`config.mk`:
```
export PLATFORM = sky130hd
export DESIGN_NAME = dtw_scheduler
export DESIGN_NICKNAME = d
export VERILOG_FILES = /design/src/rtl/dtw_scheduler.sv
export SDC_FILE = /design/constraint.sdc
export NUM_CORES = 1
export LEC_CHECK = 0
export CELL_PAD_IN_SITES_DETAIL_PLACEMENT = 2
export CELL_PAD_IN_SITES_GLOBAL_PLACEMENT = 2
export CORE_ASPECT_RATIO = 0.9
export CORE_MARGIN = 2
export CORE_UTILIZATION = 48
export DETAILED_ROUTE_END_ITERATION = 10
export GPL_TIMING_DRIVEN = 0
export HOLD_SLACK_MARGIN = 0.05
export PLACE_DENSITY = 0.9
export SYNTH_ARGS = -nofsm -noshare
export SYNTH_HDL_FRONTEND = slang
export SYNTH_SLANG_ARGS = --single-unit
```
`constraint.sdc`:
```
create_clock -name clk -period 23.7 [get_ports clk]
set_clock_uncertainty 0.05 [all_clocks]
set_input_delay 4.74 -clock clk [delete_from_list [all_inputs] [get_ports clk]]
set_output_delay 4.74 -clock clk [all_outputs]
set_load 0.03 [all_outputs]
```
`src/rtl/dtw_scheduler.sv`:
```
// DTW matrix scheduler: streams row-major local distances through one DTW cell evaluator.
// Optional path-code output stream is compiled in with `define DTW_PATH_OUT_EN.
`ifndef DTW_WIDTH
`define DTW_WIDTH 16
`endif
`ifndef DISTANCE_WIDTH
`define DISTANCE_WIDTH 8
`endif

module dtw_scheduler #(
  parameter int unsigned COLS  = 16,
  parameter int unsigned ROW_W = 16
) (
  input  logic                       clk,
  input  logic                       rst,
  input  logic                       start,
  input  logic                       dist_valid,
  output logic                       dist_ready,
  input  logic [`DISTANCE_WIDTH-1:0] distance,
  input  logic                       last_row,
  output logic                       busy,
  output logic                       done,
  output logic [`DTW_WIDTH-1:0]      result,
  output logic [ROW_W-1:0]           row_count,
  output logic                       path_valid,
  output logic [1:0]                 path_num
);

  localparam int unsigned DW     = `DTW_WIDTH;
  localparam int unsigned DIST_W = `DISTANCE_WIDTH;
  localparam int unsigned COL_W  = (COLS > 1) ? $clog2(COLS) : 1;
  localparam logic [COL_W-1:0] LAST_COL = COL_W'(COLS - 1);
  localparam logic [DW-1:0]    ONES     = '1;
  localparam logic [ROW_W-1:0] ROW_MAX  = '1;

  typedef enum logic [1:0] {
    ST_IDLE = 2'b00,
    ST_RUN  = 2'b01,
    ST_DONE = 2'b10
  } state_e;

  state_e            state_q, state_d;
  logic [COL_W-1:0]  col_q, col_d;
  logic [ROW_W-1:0]  row_q, row_d;
  logic [DW-1:0]     diag_q, diag_d;
  logic [DW-1:0]     left_q, left_d;
  logic [DW-1:0]     result_q, result_d;
  logic              ready_q, ready_d;
  logic              busy_q, busy_d;
  logic              done_q, done_d;
  logic [DW-1:0]     row_buf_q [COLS];

  logic              accept_c;
  logic              first_row_c;
  logic              first_col_c;
  logic [DW-1:0]     pre_left_c;
  logic [DW-1:0]     pre_diag_c;
  logic [DW-1:0]     pre_up_c;
  logic [DW-1:0]     cell_c;
  logic [1:0]        cell_path_c;

  assign accept_c    = ready_q & dist_valid;
  assign first_row_c = (row_q == '0);
  assign first_col_c = (col_q == '0);

  // Predecessor selection; out-of-range neighbours read as all-ones, except the (0,0) diagonal.
  always_comb begin
    pre_left_c = first_col_c ? ONES : left_q;
    pre_up_c   = first_row_c ? ONES : row_buf_q[col_q];
    if (first_col_c) begin
      pre_diag_c = first_row_c ? '0 : ONES;
    end else begin
      pre_diag_c = first_row_c ? ONES : diag_q;
    end
  end

  DTWCalculator #(
    .DIST_W (DIST_W),
    .DTW_W  (DW)
  ) u_calc (
    .distance  (distance),
    .pre_DTW_0 (pre_left_c),
    .pre_DTW_1 (pre_diag_c),
    .pre_DTW_2 (pre_up_c),
    .DTW       (cell_c),
    .path      (cell_path_c)
  );

  // Next-state and datapath update.
  always_comb begin
    state_d  = state_q;
    col_d    = col_q;
    row_d    = row_q;
    diag_d   = diag_q;
    left_d   = left_q;
    result_d = result_q;
    done_d   = 1'b0;
    case (state_q)
      ST_IDLE: begin
        if (start) begin
          state_d  = ST_RUN;
          col_d    = '0;
          row_d    = '0;
          diag_d   = '0;
          left_d   = '0;
          result_d = '0;
        end
      end
      ST_RUN: begin
        if (accept_c) begin
          // Old entry j becomes the diagonal of cell j+1 once this cell overwrites it.
          diag_d = row_buf_q[col_q];
          left_d = cell_c;
          if (col_q == LAST_COL) begin
            col_d = '0;
            if (row_q != ROW_MAX) begin
              row_d = row_q + ROW_W'(1);
            end
            if (last_row) begin
              state_d  = ST_DONE;
              result_d = cell_c;
              done_d   = 1'b1;
            end
          end else begin
            col_d = col_q + COL_W'(1);
          end
        end
      end
      ST_DONE: state_d = ST_IDLE;
      default: state_d = ST_IDLE;
    endcase
    ready_d = (state_d == ST_RUN);
    busy_d  = (state_d == ST_RUN);
  end

  always_ff @(posedge clk) begin
    if (rst) begin
      state_q  <= ST_IDLE;
      col_q    <= '0;
      row_q    <= '0;
      diag_q   <= '0;
      left_q   <= '0;
      result_q <= '0;
      ready_q  <= 1'b0;
      busy_q   <= 1'b0;
      done_q   <= 1'b0;
    end else begin
      state_q  <= state_d;
      col_q    <= col_d;
      row_q    <= row_d;
      diag_q   <= diag_d;
      left_q   <= left_d;
      result_q <= result_d;
      ready_q  <= ready_d;
      busy_q   <= busy_d;
      done_q   <= done_d;
    end
  end

  // Previous-row buffer; contents before the first row completes are never read.
  always_ff @(posedge clk) begin
    if (accept_c) begin
      row_buf_q[col_q] <= cell_c;
    end
  end

  assign dist_ready = ready_q;
  assign busy       = busy_q;
  assign done       = done_q;
  assign result     = result_q;
  assign row_count  = row_q;

`ifdef DTW_PATH_OUT_EN
  logic       path_valid_q;
  logic [1:0] path_num_q;

  always_ff @(posedge clk) begin
    if (rst) begin
      path_valid_q <= 1'b0;
      path_num_q   <= 2'b00;
    end else begin
      path_valid_q <= accept_c;
      if (accept_c) begin
        path_num_q <= cell_path_c;
      end
    end
  end

  assign path_valid = path_valid_q;
  assign path_num   = path_num_q;
`else
  logic unused_path_c;
  assign unused_path_c = ^cell_path_c;
  assign path_valid    = 1'b0;
  assign path_num      = 2'b00;
`endif

endmodule

// One DTW cell: D = d + min(left, diag, up), saturating; ties favour diagonal, then left.
module DTWCalculator #(
  parameter int unsigned DIST_W = 8,
  parameter int unsigned DTW_W  = 16
) (
  input  logic [DIST_W-1:0] distance,
  input  logic [DTW_W-1:0]  pre_DTW_0,
  input  logic [DTW_W-1:0]  pre_DTW_1,
  input  logic [DTW_W-1:0]  pre_DTW_2,
  output logic [DTW_W-1:0]  DTW,
  output logic [1:0]        path
);

  logic [DTW_W-1:0] min_c;
  logic [DTW_W-1:0] dist_ext_c;
  logic [DTW_W-1:0] sum_c;

  always_comb begin
    min_c = pre_DTW_1;
    path  = 2'b01;
    if (pre_DTW_0 < min_c) begin
      min_c = pre_DTW_0;
      path  = 2'b00;
    end
    if (pre_DTW_2 < min_c) begin
      min_c = pre_DTW_2;
      path  = 2'b10;
    end
    dist_ext_c = DTW_W'(distance);
    sum_c      = dist_ext_c + min_c;
    DTW        = (sum_c < dist_ext_c) ? '1 : sum_c;
  end

endmodule

```
==> results.md <==
- Critical Path Max Stage Delay: 920 ps
- Crit-path slowest cell: a21oi_1
- Clock Path Buffers: 3
- Vias: 11,360
- Most frequent cells in the layout: edfxtp_1, nor2_1, dfxtp_1
- Sequential share of the synthesized area: 0.6014
- Gp weighted congestion: 0.9080
- Top area cells in the synthesized netlist: edfxtp_1, mux4_2, dfxtp_1
- Crit end category: register
- GR Util All Layers: 0.3764
- Status: complete, but fails checks
- DRC: 0
- Detailed placement HPWL: 38,180 um
- Fin. max-slew vios: 16
- # hold bufs at CTS: 0
- RSZ-0062 raised after global routing: false
- Worst-path clk slew: 60 ps
- CTS H-Tree Depth: 2
- Die Area: 33,350 um2
- Synth Flop Type: edfxtp_1
- Mean Syn Cell Area: 14.06 um2
- Proportion of layout cells with a drive suffix above 1: 0.1914
- CTS Root Cell: clkbuf_16
- Tmin final: 15,440 ps
- Area delta synth->final: 14.44%
- Detailed-route wire length per cell: 37.91 um
- Worst vdd ir: 0.05515 mV
- Core region area: 31,650 um2
- I/O pin count: 51
- Die height: 173.5 um
- Tcrit/Tclk final: 0.6515
- Initial antenna violation count: 0
- Yosys top cell by area: edfxtp_1
- EDFF count, synth: 256
- Worst slew margin: -0.004416
- Critical Path Start Type: register
- Fin. Hold Viols: 0
- Final nets: 1,241
- Fmax: 0.06476 GHz
- Hold crit path type: reg2reg
- Final setup fails: 0
- Leak: 5.932 nW
- Largest net degree at the start of global routing: 19
- Gate Count Post-Synth: 1,089
- GRT overflow: 0
- Routed wire length: 61,520 um
- Post-CTS setup buffers: 0
- PwrDens: 95.45 nW/um2
- Synth Register Bits: 332
- Failing checks: capacitance limit, slew limit
- Die span in x: 192.3 um
- TritonCTS clock tree: built
- Cts bufs inserted: 38
- CTS Sinks: 332
- Fill count: 2,871
- DRT Pass-1 Iters: 6
- Worst EP required: 23,760 ps
- FFs w/ async S/R, synth: 0
- Worst slew pin tran: 1507 ps
- Crit Path Max Fanout: 16
- Vias per inst: 7.002
- Vias in the first global route: 12,600
- Starting Density: 0.4838
- Final core utilization: 0.5537
- ANT cells: 0
- Unique cell type count in the Yosys netlist: 84
- First-pass GRT wire length: 89,050 um
- Top cell type's share of synthesized area: 0.5020
- IO Port Bufs: 46
- Clk_lat worst skew: 560 ps
- WP data arrival: 15,500 ps
- Commonest non-fill, non-tap cell in the layout: edfxtp_1
- Post-cts sizing count: 0
- Max Cap Viol: 1
- # rows: 62
- Drt first-iter violations: 1,378
- Cell Area, Synth: 15,310 um2
- Synth warnings: 0
- Remaining antenna violation count: 0
- Crit Path Category: reg2reg
- Final TNS setup: 0 ps
[cell families after synthesis]
family,share of synthesized area
compound gates,0.09257
fa+ha+maj,0.04216
simple gates,0.1047
flops,0.6014
buf+inv,0.02631
mux,0.1178
xor+xnor,0.01487
other cells,0.0002449
[Yosys cell counts, drive strengths merged, types with 23 or more instances]
| cell type | n |
|---|---|
| inv | 32 |
| nand2 | 73 |
| clkbuf | 24 |
| o21ai | 41 |
| ha | 50 |
| dfxtp | 76 |
| and2 | 23 |
| or2 | 23 |
| nor2 | 80 |
| mux4 | 74 |
| buf | 32 |
| a21oi | 44 |
| a22oi | 46 |
| edfxtp | 256 |
[worst max-delay path: cells and delay by family (launching register included)]
| kind | cells | cell delay (ps) |
|---|---|---|
| and+or+nand+nor | 13 | 4440 |
| DFF | 1 | 340 |
| adders and majority gates | 5 | 1760 |
| AOI/OAI and AO/OA | 16 | 5960 |
| buffers and inverters | 8 | 2410 |
[worst paths after layout]
check | start | to | slack [ps] | depth (start not counted)
max | row_count[0]$_SDFFE_PP0P_ | row_buf_q[4][12]$_DFFE_PP_ | 8260 | 42
min | left_q[15]$_SDFFE_PP0P_ | left_q[15]$_SDFFE_PP0P_ | 440 | 1
max reg2reg | row_count[0]$_SDFFE_PP0P_ | row_buf_q[4][12]$_DFFE_PP_ | 8260 | 42
min reg2reg | left_q[15]$_SDFFE_PP0P_ | left_q[15]$_SDFFE_PP0P_ | 440 | 1
[sequential cells by signal, summed over array words and instances, names as in the netlist, named ones only]
| register | count |
|---|---|
| diag_q | 16 |
| col_q | 4 |
| result | 16 |
| done | 1 |
| busy | 1 |
| row_count | 16 |
| left_q | 16 |
| state_q | 2 |
| row_buf_q | 256 |
[metrics by stage]
stage                     setup WS (ps)  hold slack, ps  instance area [um2]  total power, mW  cells
after detailed placement           9747           423.6                16310            1.056   1553
after floorplan                   13860           384.9                15320           0.9172   1091
after CTS                          9054           446.2                17520            1.655   1623
after global routing               8094           481.7                17520            1.701   1623
final                              8259           444.3                17520            1.673   1623
after global placement            10720           401.3                16300            1.016   1553
[layer usage]
layer  GRT usage  routed length (um)
met4      0.2420                4413
met3     0.07004                5005
met1      0.4669               22630
met2      0.6060               29470
met5           0                   0
[cell type report]
| type | instances | area [um2] | share of cell area |
|---|---|---|---|
| Clock buffer | 47 | 1015 | 0.05790 |
| Buffer | 56 | 282.8 | 0.01614 |
| Sequential cell | 332 | 9209 | 0.5255 |
| Timing Repair Buffer | 46 | 460.4 | 0.02627 |
| Clock inverter | 23 | 196.4 | 0.01121 |
| Multi-Input combinational cell | 671 | 5720 | 0.3264 |
| Inverter | 32 | 120.1 | 0.006854 |
| Tap cell | 416 | 520.5 | 0.02970 |
[power by group]
part / switching, mW / internal, mW / total, mW
Clock: 0.267 / 0.330 / 0.597
Combinational: 0.267 / 0.0853 / 0.352
Sequential: 0.00397 / 0.720 / 0.724
Total: 0.537 / 1.14 / 1.67
(Power assumes the default switching activity.)
